**src/rtl/vga_capture_pkg.sv**
```systemverilog
// Shared 640x480@60 VGA timing constants and lock-FSM types.
// The transmitter and the capture side both take their geometry from here.
package vga_capture_pkg;

   localparam int H_VISIBLE_AREA = 640;
   localparam int H_FRONT_PORCH  = 16;
   localparam int H_SYNC_PULSE   = 96;
   localparam int H_BACK_PORCH   = 48;
   localparam int V_VISIBLE_AREA = 480;
   localparam int V_FRONT_PORCH  = 10;
   localparam int V_SYNC_PULSE   = 2;
   localparam int V_BACK_PORCH   = 33;
   localparam int LOCK_LINES     = 4;

   localparam int H_TOTAL  = H_VISIBLE_AREA + H_FRONT_PORCH + H_SYNC_PULSE + H_BACK_PORCH;
   localparam int V_TOTAL  = V_VISIBLE_AREA + V_FRONT_PORCH + V_SYNC_PULSE + V_BACK_PORCH;
   localparam int HS_START = H_VISIBLE_AREA + H_FRONT_PORCH;
   localparam int VS_START = V_VISIBLE_AREA + V_FRONT_PORCH;

   typedef enum logic [1:0] {
      ST_UNLOCKED = 2'd0,
      ST_HUNT     = 2'd1,
      ST_LOCKED   = 2'd2
   } lock_state_t;

   // 3:3:3 colour from the top bits of each 8-bit channel
   function automatic logic [8:0] pack_rgb(input logic [7:0] r, input logic [7:0] g,
                                           input logic [7:0] b);
      return {r[7:5], g[7:5], b[7:5]};
   endfunction

endpackage

```
**src/rtl/vga_sync_edge.sv**
```systemverilog
// Input sampling stage: registers the VGA pins (s1), keeps the previous sync
// levels (s2) and flags falling edges of hSync/vSync on the s1 sample.
module vga_sync_edge
   import vga_capture_pkg::*;
(
   input  logic       clk25,
   input  logic       rst_n,
   input  logic       hSync,
   input  logic       vSync,
   input  logic [7:0] red,
   input  logic [7:0] green,
   input  logic [7:0] blue,
   output logic       hs_fall,
   output logic       vs_fall,
   output logic [8:0] rgb_p1
);

   logic       hsync_p1, hsync_p2;
   logic       vsync_p1, vsync_p2;
   logic [7:0] red_p1, green_p1, blue_p1;
   logic       unused_low_bits;

   // s1: pin sample, s2: previous sync levels; reset leaves the link idle
   always_ff @(posedge clk25 or negedge rst_n) begin
      if (!rst_n) begin
         hsync_p1 <= 1'b1;
         vsync_p1 <= 1'b1;
         hsync_p2 <= 1'b1;
         vsync_p2 <= 1'b1;
         red_p1   <= '0;
         green_p1 <= '0;
         blue_p1  <= '0;
      end else begin
         hsync_p1 <= hSync;
         vsync_p1 <= vSync;
         hsync_p2 <= hsync_p1;
         vsync_p2 <= vsync_p1;
         red_p1   <= red;
         green_p1 <= green;
         blue_p1  <= blue;
      end
   end

   assign hs_fall = hsync_p2 & ~hsync_p1;
   assign vs_fall = vsync_p2 & ~vsync_p1;
   assign rgb_p1  = pack_rgb(red_p1, green_p1, blue_p1);

   // Only the top three bits of each channel reach the framebuffer
   assign unused_low_bits = ^{red_p1[4:0], green_p1[4:0], blue_p1[4:0]};

endmodule

```
**src/rtl/vga_capture.sv**
```systemverilog
// VGA receive side: rebuilds the transmitter's h/v counters from sync edges,
// locks after a run of consistent lines and emits one write strobe per pixel.
module vga_capture #(
   parameter int H_VISIBLE_AREA = vga_capture_pkg::H_VISIBLE_AREA,
   parameter int H_FRONT_PORCH  = vga_capture_pkg::H_FRONT_PORCH,
   parameter int H_SYNC_PULSE   = vga_capture_pkg::H_SYNC_PULSE,
   parameter int H_BACK_PORCH   = vga_capture_pkg::H_BACK_PORCH,
   parameter int V_VISIBLE_AREA = vga_capture_pkg::V_VISIBLE_AREA,
   parameter int V_FRONT_PORCH  = vga_capture_pkg::V_FRONT_PORCH,
   parameter int V_SYNC_PULSE   = vga_capture_pkg::V_SYNC_PULSE,
   parameter int V_BACK_PORCH   = vga_capture_pkg::V_BACK_PORCH,
   parameter int LOCK_LINES     = vga_capture_pkg::LOCK_LINES
) (
   input  logic       clk25,
   input  logic       rst_n,
   input  logic       hSync,
   input  logic       vSync,
   input  logic [7:0] red,
   input  logic [7:0] green,
   input  logic [7:0] blue,
   output logic       pixValid,
   output logic [9:0] pixX,
   output logic [9:0] pixY,
   output logic [8:0] pixRGB,
   output logic       frameStart,
   output logic       locked,
   output logic       syncError
);

   import vga_capture_pkg::*;

   localparam int H_TOT  = H_VISIBLE_AREA + H_FRONT_PORCH + H_SYNC_PULSE + H_BACK_PORCH;
   localparam int V_TOT  = V_VISIBLE_AREA + V_FRONT_PORCH + V_SYNC_PULSE + V_BACK_PORCH;
   localparam int LOCK_W = $clog2(LOCK_LINES + 1);

   localparam logic [9:0] H_LAST = 10'(H_TOT - 1);
   localparam logic [9:0] V_LAST = 10'(V_TOT - 1);
   localparam logic [9:0] HS_POS = 10'(H_VISIBLE_AREA + H_FRONT_PORCH);
   localparam logic [9:0] VS_POS = 10'(V_VISIBLE_AREA + V_FRONT_PORCH);
   localparam logic [9:0] H_VIS  = 10'(H_VISIBLE_AREA);
   localparam logic [9:0] V_VIS  = 10'(V_VISIBLE_AREA);

   logic              hs_fall, vs_fall;
   logic [8:0]        rgb_p1;
   logic [9:0]        h_prev, v_prev;
   logic [9:0]        h_inc, v_inc, h_cur, v_cur;
   logic              hs_err, vs_err, vs_due, timing_err, pix_ok;
   lock_state_t       state, state_nxt;
   logic [LOCK_W-1:0] lock_cnt, lock_nxt;
   logic              vld_p2, fs_p2, err_p2;
   logic [9:0]        x_p2, y_p2;
   logic [8:0]        rgb_p2;

   vga_sync_edge u_sync_edge (
      .clk25   (clk25),
      .rst_n   (rst_n),
      .hSync   (hSync),
      .vSync   (vSync),
      .red     (red),
      .green   (green),
      .blue    (blue),
      .hs_fall (hs_fall),
      .vs_fall (vs_fall),
      .rgb_p1  (rgb_p1)
   );

   // h_prev/v_prev hold the count of the s2 sample; h_cur/v_cur describe s1
   always_comb begin
      h_inc = (h_prev == H_LAST) ? '0 : h_prev + 10'd1;
      v_inc = v_prev;
      if (h_prev == H_LAST) v_inc = (v_prev == V_LAST) ? '0 : v_prev + 10'd1;
      h_cur = h_inc;
      v_cur = v_inc;
      if (hs_fall) h_cur = HS_POS;
      if (vs_fall) begin
         h_cur = '0;
         v_cur = VS_POS;
      end
   end

   // An edge must land exactly where free-running counts expect it, and vice versa
   always_comb begin
      vs_due     = (h_inc == '0) && (v_inc == VS_POS);
      hs_err     = hs_fall ^ (h_inc == HS_POS);
      vs_err     = vs_fall ^ vs_due;
      timing_err = (state != ST_UNLOCKED) && (hs_err || vs_err);
      pix_ok     = (state == ST_LOCKED) && (h_cur < H_VIS) && (v_cur < V_VIS);
   end

   always_comb begin
      state_nxt = state;
      lock_nxt  = lock_cnt;
      case (state)
         ST_UNLOCKED: begin
            if (vs_fall) begin
               state_nxt = ST_HUNT;
               lock_nxt  = '0;
            end
         end
         default: begin
            if (timing_err) begin
               state_nxt = vs_fall ? ST_HUNT : ST_UNLOCKED;
               lock_nxt  = '0;
            end else if (state == ST_HUNT && hs_fall) begin
               lock_nxt = lock_cnt + 1'b1;
               if (lock_nxt == LOCK_W'(LOCK_LINES)) state_nxt = ST_LOCKED;
            end
         end
      endcase
   end

   always_ff @(posedge clk25 or negedge rst_n) begin
      if (!rst_n) begin
         state    <= ST_UNLOCKED;
         lock_cnt <= '0;
         h_prev   <= '0;
         v_prev   <= '0;
      end else begin
         state    <= state_nxt;
         lock_cnt <= lock_nxt;
         h_prev   <= h_cur;
         v_prev   <= v_cur;
      end
   end

   // Output stage: pixel fields only move on a strobe so they hold across blanking
   always_ff @(posedge clk25 or negedge rst_n) begin
      if (!rst_n) begin
         vld_p2 <= 1'b0;
         fs_p2  <= 1'b0;
         err_p2 <= 1'b0;
         x_p2   <= '0;
         y_p2   <= '0;
         rgb_p2 <= '0;
      end else begin
         vld_p2 <= pix_ok;
         fs_p2  <= pix_ok && (h_cur == '0) && (v_cur == '0);
         err_p2 <= timing_err;
         if (pix_ok) begin
            x_p2   <= h_cur;
            y_p2   <= v_cur;
            rgb_p2 <= rgb_p1;
         end
      end
   end

   assign pixValid   = vld_p2;
   assign pixX       = x_p2;
   assign pixY       = y_p2;
   assign pixRGB     = rgb_p2;
   assign frameStart = fs_p2;
   assign syncError  = err_p2;
   assign locked     = (state == ST_LOCKED);

endmodule
```
**config.mk**
```make
export PLATFORM = sky130hd
export DESIGN_NAME = vga_capture
export DESIGN_NICKNAME = d
export VERILOG_FILES = /design/src/rtl/vga_capture_pkg.sv /design/src/rtl/vga_sync_edge.sv /design/src/rtl/vga_capture.sv
export SDC_FILE = /design/constraint.sdc
export NUM_CORES = 1
export LEC_CHECK = 0
export BUFFER_PORTS_ARGS = -buffer_cell sky130_fd_sc_hd__buf_2
export CAP_MARGIN = 20
export CORE_ASPECT_RATIO = 0.9
export CORE_MARGIN = 1.5
export CORE_UTILIZATION = 50
export CTS_CLUSTER_DIAMETER = 60
export DETAILED_ROUTE_END_ITERATION = 10
export PLACE_DENSITY = 0.75
export SETUP_SLACK_MARGIN = 0.1
export SLEW_MARGIN = 20
export SYNTH_ARGS = -nofsm -noshare
export SYNTH_HDL_FRONTEND = slang
export SYNTH_SLANG_ARGS = --single-unit
export TNS_END_PERCENT = 100
```
**constraint.sdc**
```tcl
create_clock -name clk25 -period 2.95 [get_ports clk25]
set_input_delay 0.7375 -clock clk25 [delete_from_list [all_inputs] [get_ports clk25]]
set_output_delay 0.7375 -clock clk25 [all_outputs]
set_load 0.05 [all_outputs]
```
After elaboration in Yosys (flattened, before gate mapping)
Cells that the tools add are included.
{ "op_classes": {"magnitude_cmp": 2, "n_mux": 16, "eq_ne": 8, "reduce_logical": 17, "addsub": 3, "bitwise": 6} }
{ "ops": {"columns": ["op", "n"], "rows": [
  ["2-to-1 mux 10 bit", 6],
  ["equality test 10 bit, second input constant", 3],
  ["zero test 10 bit", 3],
  ["adder 10 x 1 -> 10 bit, second input constant", 2],
  ["2-to-1 mux 3 bit", 4],
  ["equality test 10 x 9 -> 1 bit, second input constant", 1],
  ["less-than comparator 10 bit, second input constant", 1],
  ["less-than comparator 10 x 9 -> 1 bit, second input constant", 1],
  ["2-to-1 mux 2 bit", 5],
  ["logical AND 1 bit", 7],
  ["nonzero test 3 bit", 2],
  ["adder 3 x 1 -> 3 bit, second input constant", 1],
  ["equality test 3 bit, second input constant", 1],
  ["AND reduction 3 bit", 1],
  ["AND 1 bit", 2],
  ["equality test 2 x 1 -> 1 bit, second input constant", 1],
  ["equality test 2 bit, second input constant", 1],
  ["zero test 2 bit", 1],
  ["!= test 2 bit, second input constant", 1],
  ["inverter 1 bit", 2],
  ["AND reduction 2 bit", 1],
  ["nonzero test 2 bit", 1],
  ["bitwise XOR 1 bit", 2],
  ["logical OR 1 bit", 1],
  ["2-to-1 mux 1 bit", 1]
]} }
{ "word_totals": {"out_inout_bits": 33, "inputBits": 28, "word_cells": 69, "register_bits": 85} }

Longest topological paths before layout
Gate-level depths: netlist (run 1).
{ "depth": {"word_depth": 10, "ltp_mapped": 12, "ltp_nobuf": 10} }

Modules after synthesis
A second synthesis (run 1) with hierarchy kept.
{ "hier_totals": {"cells_unflattened": 289, "hier_area_um2": 3316.9} }
{ "modules_own_cells": {"columns": ["module", "n_inst", "area_per_inst_um2", "cells_per_inst", "seq_area_each_um2"], "rows": [
  ["vga_capture", 1, 2959.1, 274, 1426.4],
  ["vga_sync_edge", 1, 357.8, 15, 330.3]
]} }

Worst setup path after synthesis (run 1)
Ideal clock, no wire load.
{ "synth_path": {"path_kind": "flip-flop to flip-flop", "from": "reg h_prev[1]", "to": "reg lock_cnt[0]", "path_slack_ns": -0.049, "period_less_slack_ns": 2.999, "path_buffers": 2, "t_arrival_ns": 2.874, "stages_incl_launch_ff": 12, "required_ns": 2.825, "setup_time_ns": 0.125, "cell_sequence": "dfrtp_1 > ha_1 > and4_1 > buf_4 > and3_1 > buf_2 > a31oi_1 > or4b_4 > nor4_4 > mux2_4 > nand3_2 > mux2_4"} }
{ "synth_via": {"elab_chain_len": 9, "word_cells_on_any_way": 16, "classes_between": "add/sub: 1; eq/ne: 3; mux: 4; bitwise: 2; reduce/logical: 6"} }
{ "synth_lines": {"columns": ["element", "line", "source"], "rows": [
  ["start: declaration", "vga_capture.sv:45", "logic [9:0] h_prev, v_prev;"],
  ["start signal: assignment", "vga_capture.sv:121", "h_prev <= h_cur;"],
  ["adder 10 x 1 -> 10 bit / equality test 10 bit (equally long branches)", "vga_capture.sv:69, vga_capture.sv:71", null],
  ["2-to-1 mux 10 bit (on tied branches)", "vga_capture.sv:69, vga_capture.sv:71", null],
  ["zero test 10 bit / equality test 10 x 9 -> 1 bit (equally long branches)", "vga_capture.sv:83", "vs_due = (h_inc == '0) && (v_inc == VS_POS);"],
  ["logical AND 1 bit", "vga_capture.sv:83", null],
  ["bitwise XOR 1 bit", "vga_capture.sv:85", "vs_err = vs_fall ^ vs_due;"],
  ["logical OR 1 bit *", "vga_capture.sv:86", "timing_err = (state != ST_UNLOCKED) && (hs_err || vs_err);"],
  ["logical AND 1 bit *", "vga_capture.sv:86", null],
  ["nonzero test 3 bit (no line) / 2-to-1 mux 3 bit (equally long branches)", null, null],
  ["AND reduction 2 bit (no line) / 2-to-1 mux 3 bit (equally long branches)", null, null],
  ["end signal: assignment", "vga_capture.sv:120", "lock_cnt <= lock_nxt;"],
  ["end: declaration", "vga_capture.sv:49", "logic [LOCK_W-1:0] lock_cnt, lock_nxt;"]
]} }
Every way passes the cells marked *; elsewhere a longest branch is shown, timed or not.
A chain may end at the register's enable or synchronous reset.

Final worst setup path (run 1)
{ "layout_path": {"from": "reg h_prev[6]", "to": "reg lock_cnt[0]"} }
The elaborated chain is that of the path after synthesis.

==> summary.md, run 1 <==
| Metric | Value |
|---|---|
| Critical path arrival | `3.03 ns` |
| Crit-path slowest cell | `dfrtp_2` |
| Worst setup path category | `flop to flop` |
| Slew Limit Fails | `0` |
| Global-route wire length before repair | `about 13,000 um` |
| CP Capture Type | `flop` |
| Synth area leader | `dfrtp_1` |
| WP data required | `roughly 3.2 ns` |
| H-tree depth | `3` |
| Most frequent cell on the critical path | `mux2_4` |
| Synth area leaders | `dfrtp_1, nand2_1, dfstp_2` |
| Drt total wl | `7660 um` |
| Final setup viols | `0` |
| Antenna cells | `0` |
| Grt peak-use layer | `met2` |
| M3 GR Usage | `5.93%` |
| Post-layout min period | `2.80 ns` |
| Commonest cells post-synth | `dfrtp_1, nand2_1, nor2_1` |
| Die area | `about 7400 sq um` |
| Post-route ant nets | `0` |
| Met1 usage | `between 20% and 30%` |
| Clk Latency, worst-skew pair | `0.35 ns` |
| Vias in the first global route | `roughly 2,600` |
| Max_cap viols | `0` |
| Drt first pass iters | `4` |
| RSZ-0062 raised after global routing | `true` |
| Fin crit share | `~95%` |
| Final nets | `around 430` |
| Distinct cells, synth | `57` |
| Total Power | `approximately 2 mW` |
| Area grow syn2layout | `23.0%` |
| Sw Share | `between 20% and 30%` |
| Drt drc | `0` |
| Largest net degree at the start of global routing | `just under 60` |
| DR iter-0 viols | `220` |
| Crit-path max FO | `8` |
| Die height | `between 80 and 90 um` |
| I/O pin total | `between 60 and 70` |
| #FFs+latches synth | `70` |
| P_int | `1.46 mW` |
| Clk sinks | `70` |
| Syn Area/Cell | `approximately 11 sq um` |
| Met2 usage | `a little under two fifths` |
| Vias | `2,703` |
| Skew final | `0.0118 ns` |
| Worst-Margin Slew | `between 0.4 and 0.5 ns` |
| Clock buffer depth | `2` |
| R2r setup slk | `approximately 0.15 ns` |
| Sequential power share | `51.6%` |
| Combinational power share | `under 10%` |
| EDFF count, synth | `0` |
| Net Sw Power | `507 uW` |
| Slowest Stage Delay on Critical Path | `between 0.5 and 0.6 ns` |
| Clock power share | `38.9%` |
| YS warnings | `0` |
| Drt wl/cell | `about 16 um` |
| Hold crit path type | `primary input to async pin` |
| # port buffers | `45` |
| Final Wtd Congestion | `~0.90` |
| Ys async rst share | `100%` |
| Crit-path cells | `nand4_4 -> o2bb2a_4 -> o32a_4 -> or4b_4 -> nor4_4 -> mux2_4 -> nand3_4 -> mux2_4` |
| Static leakage | `around 2.0 nW` |
| Seq/Total Area, Yosys | `between 50% and 60%` |
| Power per standard cell area | `~470 nW/um^2` |
| Share of the synthesized area in the top cell type | `between 40% and 50%` |
| Final hold vios | `0` |
| Ys flop type | `dfrtp_1` |
| Syn Inst Count | `323` |
| Initial core utilization | `52.0%` |
| Outcome | `finished clean` |
| Total gr overflow | `0` |
| Fin Setup TNS | `0 ns` |
| Maximum clock frequency | `0.357 GHz` |
| Die X | `90.3 um` |
| CTS Buf Count | `9` |
| CTS tree | `yes` |
| RR Startpoint | `h_prev[6]$_DFF_PN0_` |
| Crit. Startpoint | `h_prev[6]$_DFF_PN0_` |
| DR vias/cell | `approximately 5.5` |
| Share of layout cells above drive strength 1 | `32.7%` |
| Syn Std Cell Area | `~3400 sq um` |
| Initial antenna violation count | `0` |
| Clock root buffer | `clkbuf_8` |
| Final HPWL DP | `5540 um` |
| Slew headroom | `67.3%` |
| Core Box Area | `6590 sq um` |
| Peak VDD IR | `0.569 mV` |
| CTS clk-pin slew, worst paths | `about 0.08 ns` |
| GRT Overall Usage | `between 20 and 25%` |
| Top-count cell post-synth | `dfrtp_1` |
| Mapped Nets | `~360` |
| # rows | `28` |
| Setup crit start kind | `flop` |
timing repair:
item	CTS	global route
hold buffers	0	0
pin swaps	0	8
setup endpoints to repair	5	22
resized for setup	3	16
buffers inserted	0	9
metrics by stage:
stage	hold WS (ns)	instance area [sq um]	worst slack [ns]	cells	util (%)
after floorplan	0.358	3430	0.0972	323	-
after global placement	0.363	3880	0.0977	466	59.0
after detailed placement	0.364	3880	0.0796	466	59.0
after CTS	0.267	4080	0.115	482	61.9
after global routing	0.277	4210	0.0510	491	64.0
final	0.263	4210	0.150	491	64.0
worst max-delay path, delay by kind of cell (launching register included):
kind	cells	cell delay [ns]
simple gates	4	1.04
compound gates	2	0.62
flops	1	0.52
mux	2	0.50
final cells by class:
type                            count  area, sq um
Clock buffer                       11          131
Clock inverter                      5         58.8
Fill cell                         569         2370
Inverter                            7         26.3
Multi-Input combinational cell    227         1600
Sequential cell                    70         1760
Tap cell                           90          113
Timing Repair Buffer               81          520
path summary, 6_finish.rpt:
kind | end | cells after the start
worst max-delay path | lock_cnt[0]$_DFFE_PN0P_ | 8
worst min-delay path | pixX[0]$_DFFE_PN0P_ | 1
worst max register to register | lock_cnt[0]$_DFFE_PN0P_ | 8
worst min register to register | u_sync_edge.vsync_p2$_DFF_PN1_ | 0
max in group asynchronous | u_sync_edge.hsync_p2$_DFF_PN1_ | 2
min in group clk25 | u_sync_edge.vsync_p2$_DFF_PN1_ | 0
state kept, by name, indices dropped and copies added, names as in the netlist, 2 cells and up:
register              count
u_sync_edge.green_p1      3
u_sync_edge.red_p1        3
u_sync_edge.blue_p1       3
lock_cnt                  3
pixRGB                    9
pixX                     10
pixY                     10
state                     2
h_prev                   10
v_prev                   10
cells in the final DEF (no fill, tap or decap), drive strengths merged, types with 5 or more instances in the layout:
cell type and n:
buf 80, dfrtp 66, nand2 33, nor2 27, mux2 18, o21ai 15
nand3 14, nor3 13, clkbuf 11, nand2b 9, xnor2 8, a21oi 8
inv 8, a31oi 5, a41oi 5, xor2 5, and3 5, ha 5
logic make-up after synthesis:
| group | share of synthesized area, % |
|---|---|
| adder cells (fa/ha/maj) | 1.83 |
| multiplexers | 6.43 |
| buffers and inverters | 3.65 |
| AND/OR/NAND/NOR | 20.3 |
| flip-flops | 51.3 |
| XOR/XNOR | 3.32 |
| AO/OA/AOI/OAI | 13.2 |
power by group through the flow:
stage          registers [mW]  clock network, mW  logic (mW)
3_5_place_dp             1.04                  0       0.167
5_1_grt                  1.02              0.816       0.207
2_1_floorplan            1.04                  0      0.0971
3_3_place_gp             1.03                  0       0.162
6_report                 1.02              0.765       0.188
4_1_cts                  1.02              0.781       0.167
routing by layer:
metal	part of all wire (%)	vias up
met2	49	93
met1	45	1293
li1	-	1308
met4	1.2	0
met3	5.4	9
met5	0	-
Power figures use the tool's default switching activity.
==> inputs of run 2 (changes only) <==
--- a/config.mk
+++ b/config.mk
@@ -5,14 +5,16 @@
 export SDC_FILE = /design/constraint.sdc
 export NUM_CORES = 1
 export LEC_CHECK = 0
+export ABC_AREA = 1
 export BUFFER_PORTS_ARGS = -buffer_cell sky130_fd_sc_hd__buf_2
-export CAP_MARGIN = 20
+export CAP_MARGIN = 15
 export CORE_ASPECT_RATIO = 0.9
 export CORE_MARGIN = 1.5
 export CORE_UTILIZATION = 50
 export CTS_CLUSTER_DIAMETER = 60
 export DETAILED_ROUTE_END_ITERATION = 10
-export PLACE_DENSITY = 0.75
+export MAX_ROUTING_LAYER = met4
+export PLACE_DENSITY = 0.76
 export SETUP_SLACK_MARGIN = 0.1
 export SLEW_MARGIN = 20
 export SYNTH_ARGS = -nofsm -noshare
==> run 2 against run 1 <==
Critical path type unchanged. Synthesized cell count grew 27%. First-iteration DRC count grew 1.8%. Combinational power grew 28%. Setup slack gained 0.24 ns. Fmax grew 9.6%. Largest cell class unchanged. Register-to-register slack gained 0.24 ns. Cell area shrank 8.0%. Critical path depth grew 4. Critical endpoint is now pixY[4]$_DFFE_PN0P_. Largest power group unchanged. Sequential power is essentially flat. Final cell count grew 14%. Hold slack gained 0.11 ns.
==> summary.md, run 2 <==
| Metric | Value |
|---|---|
| Uppermost layer routed | `met4` |
| WP data required | `3.15 ns (-0.03 ns)` |
| # port buffers | `45 (unchanged)` |
| Pre-CTS setup slack | `0.434 ns (+0.355 ns)` |
| Post-layout min period | `2.56 ns (-0.245 ns)` |
| I/O pin total | `61 (unchanged)` |
| Area share of fa/ha/maj cells after synthesis | `1.87% (+0.047 points)` |
| Die height | `80.5 um (-1.2%)` |
| Post-route ant nets | `0 (unchanged)` |
| Share of the synthesized area in the top cell type | `49.4% (+1.2 points)` |
| Final setup viols | `0 (unchanged)` |
| Largest family of logic cells by synthesized area | `simple AND/OR/NAND/NOR gates` |
| YS warnings | `0 (unchanged)` |
| Commonest cells after routing, fill and taps aside | `nand2_1, dfrtp_1, inv_1` |
| Drt wl/cell | `12.3 um (-21%)` |
| Metal-1 WL | `3330 um (-2.8%)` |
| GRT Overall Usage | `21.8% (-0.43 points)` |
| Crit-path max FO | `42 (+34)` |
| Seq/Total Area, Yosys | `52.6% (+1.3 points)` |
| Clock root buffer | `clkbuf_8` |
| XOR/XNOR Fraction of Synth Area | `0.262% (-3.1 points)` |
| Syn Inst Count | `411 (+27%)` |
| Global-route wire length before repair | `11,500 um (-10%)` |
| Drt first pass iters | `5 (+1)` |
| Synth Area in Compound Gates | `4.23% (-9.0 points)` |
| Setup crit start kind | `flop` |
| Hold crit path type | `flop to flop` |
| Post-synthesis mux area share | `0.300% (-6.1 points)` |
| Met2 wire len | `3130 um (-16%)` |
| CP Capture Type | `flop` |
| Most common cell after layout, fill and taps aside | `nand2_1` |
| Drt drc | `0 (unchanged)` |
| Post-CTS Setup Bufs | `0 (unchanged)` |
| Slew Limit Fails | `0 (unchanged)` |
| H-tree depth | `3 (unchanged)` |
| Fin crit share | `86.6% (-8.3 points)` |
| Maximum clock frequency | `0.391 GHz (+9.6%)` |
| Mapped Nets | `444 (+25%)` |
| Initial antenna violation count | `0 (unchanged)` |
| Total gr overflow | `0 (unchanged)` |
| Setup ws final | `0.395 ns (+0.245 ns)` |
| CTS Buf Count | `9 (unchanged)` |
| Vias | `2,789 (+3.2%)` |
| CTS tree | `yes` |
| Hold-fix buffers, CTS | `0 (unchanged)` |
| Synth area leaders | `dfrtp_1, nand2_1, inv_1` |
| Hold Path Origin | `u_sync_edge.hsync_p1$_DFF_PN1_` |
| Crit. Startpoint | `v_prev[0]$_DFF_PN0_` |
| Post-CTS Resized | `0 (-3)` |
| Static leakage | `2.22 nW (+11%)` |
| Initial core utilization | `51.3% (-0.75 points)` |
| CTS clk-pin slew, worst paths | `0.07 ns (about the same)` |
| Core Box Area | `6520 sq um (-1.1%)` |
| Final nets | `498 (+16%)` |
| Synth area leader | `dfrtp_1` |
| Final hold vios | `0 (unchanged)` |
| Area grow syn2layout | `16.0%` |
| Clk Latency, worst-skew pair | `0.35 ns (about the same)` |
| Power per standard cell area | `526 nW/um^2 (+13%)` |
| Worst setup path category | `flop to flop` |
| Drt total wl | `6870 um (-10%)` |
| Die X | `89.2 um (-1.2%)` |
| Share of layout cells above drive strength 1 | `19.8% (-13 points)` |
| Top-count cell post-synth | `nand2_1` |
| Ys async rst share | `100% (unchanged)` |
| Clock buffer depth | `2 (unchanged)` |
| Peak VDD IR | `0.412 mV (-27%)` |
| # rows | `28 (unchanged)` |
| Outcome | `finished clean` |
| Fillers | `606 (+6.5%)` |
| Met3 wire length | `316 um (-24%)` |
| Max_cap viols | `0 (unchanged)` |
| Distinct cells, synth | `32 (-44%)` |
| Skew final | `0.00727 ns (-0.00452 ns)` |
| Die area | `7180 sq um (-2.4%)` |
| Critical path arrival | `2.76 ns (-0.27 ns)` |
| DR vias/cell | `4.98 (-9.5%)` |
| Final Wtd Congestion | `0.919 (+2.6%)` |
| Largest net degree at the start of global routing | `47 (-20%)` |
| #FFs+latches synth | `70 (unchanged)` |
| Ys flop type | `dfrtp_1` |
| Clk sinks | `70 (unchanged)` |
| Final HPWL DP | `5150 um (-6.9%)` |
| Commonest cells post-synth | `nand2_1, dfrtp_1, inv_1` |
| Fin Setup TNS | `0 ns (unchanged)` |
| RSZ-0062 raised after global routing | `false` |
| Syn Std Cell Area | `3340 sq um (-2.5%)` |
| Worst-Margin Slew | `0.620 ns (+0.131 ns)` |
| RR Startpoint | `v_prev[0]$_DFF_PN0_` |
| EDFF count, synth | `0 (unchanged)` |
| Simple-Gate Fraction of Synth Area | `33.0% (+13 points)` |
| Syn Area/Cell | `8.13 sq um (-23%)` |
| Vias in the first global route | `2,474 (-4.8%)` |
| Antenna cells | `0 (unchanged)` |
| DR iter-0 viols | `224 (+1.8%)` |
| Slew headroom | `58.6% (-8.7 points)` |
[run 2: layer usage]
layer | track usage, % | up-vias
met5 | - | -
met4 | 7.38 | 0
met3 | 4.62 | 12
met2 | 31.1 | 65
met1 | 31.0 | 1320
li1 | - | 1392
[run 2: path summary, 6_finish.rpt]
path | end | cells after the start | slack, ns
max | pixY[4]$_DFFE_PN0P_ | 12 | 0.39
min | u_sync_edge.hsync_p2$_DFF_PN1_ | 0 | 0.37
max reg2reg | pixY[4]$_DFFE_PN0P_ | 12 | 0.39
min reg2reg | u_sync_edge.hsync_p2$_DFF_PN1_ | 0 | 0.37
max in group asynchronous | u_sync_edge.vsync_p1$_DFF_PN1_ | 2 | 1.88
min in group asynchronous | pixX[1]$_DFFE_PN0P_ | 1 | 0.38
[run 2: stage by stage]
stage	util, %	total power, mW	std cells	area (sq um)	hold WS, ns
CTS	59.5	2.05	560	3880	0.373
floorplan	-	1.22	411	3340	0.354
global route	59.5	2.13	560	3880	0.377
detailed placement	56.4	1.30	544	3680	0.362
finish	59.5	2.04	560	3880	0.374
global placement	56.4	1.29	544	3680	0.359
[run 2: logic make-up after synthesis]
| family | count (synthesis) |
|---|---|
| adder cells (fa/ha/maj) | 5 |
| AND/OR/NAND/NOR | 248 |
| multiplexers | 1 |
| buffers and inverters | 62 |
| flip-flops | 70 |
| XOR/XNOR | 1 |
| AO/OA/AOI/OAI | 24 |
[run 2: final cells by class]
type	instances	area (sq um)	share of cell area [%]
Clock buffer	9	124	3.20
Sequential cell	70	1760	45.3
Tap cell	90	113	2.91
Multi-Input combinational cell	279	1330	34.2
Clock inverter	7	75.1	1.94
Inverter	56	215	5.55
Timing Repair Buffer	49	268	6.91
[run 2: critical path, stage by stage, from the launching register on]
cell and delay [ns]:
dfrtp_1 0.44, ha_1 0.22, nand2_1 0.08, nor2_1 0.30, nand3_1 0.12, nand2_1 0.08
nand3_1 0.07, nand2_1 0.12, nand2_1 0.11, o22ai_2 0.20, nor2_4 0.05, inv_2 0.46
o21ai_0 0.18
[run 2: where the power goes]
group	switching, mW	internal [mW]	total, mW	leakage [nW]
sequential	0.0355	1.00	1.04	0.899
combinational	0.161	0.0787	0.240	1.23
clock	0.369	0.391	0.759	0.0914
total	0.566	1.47	2.04	2.22
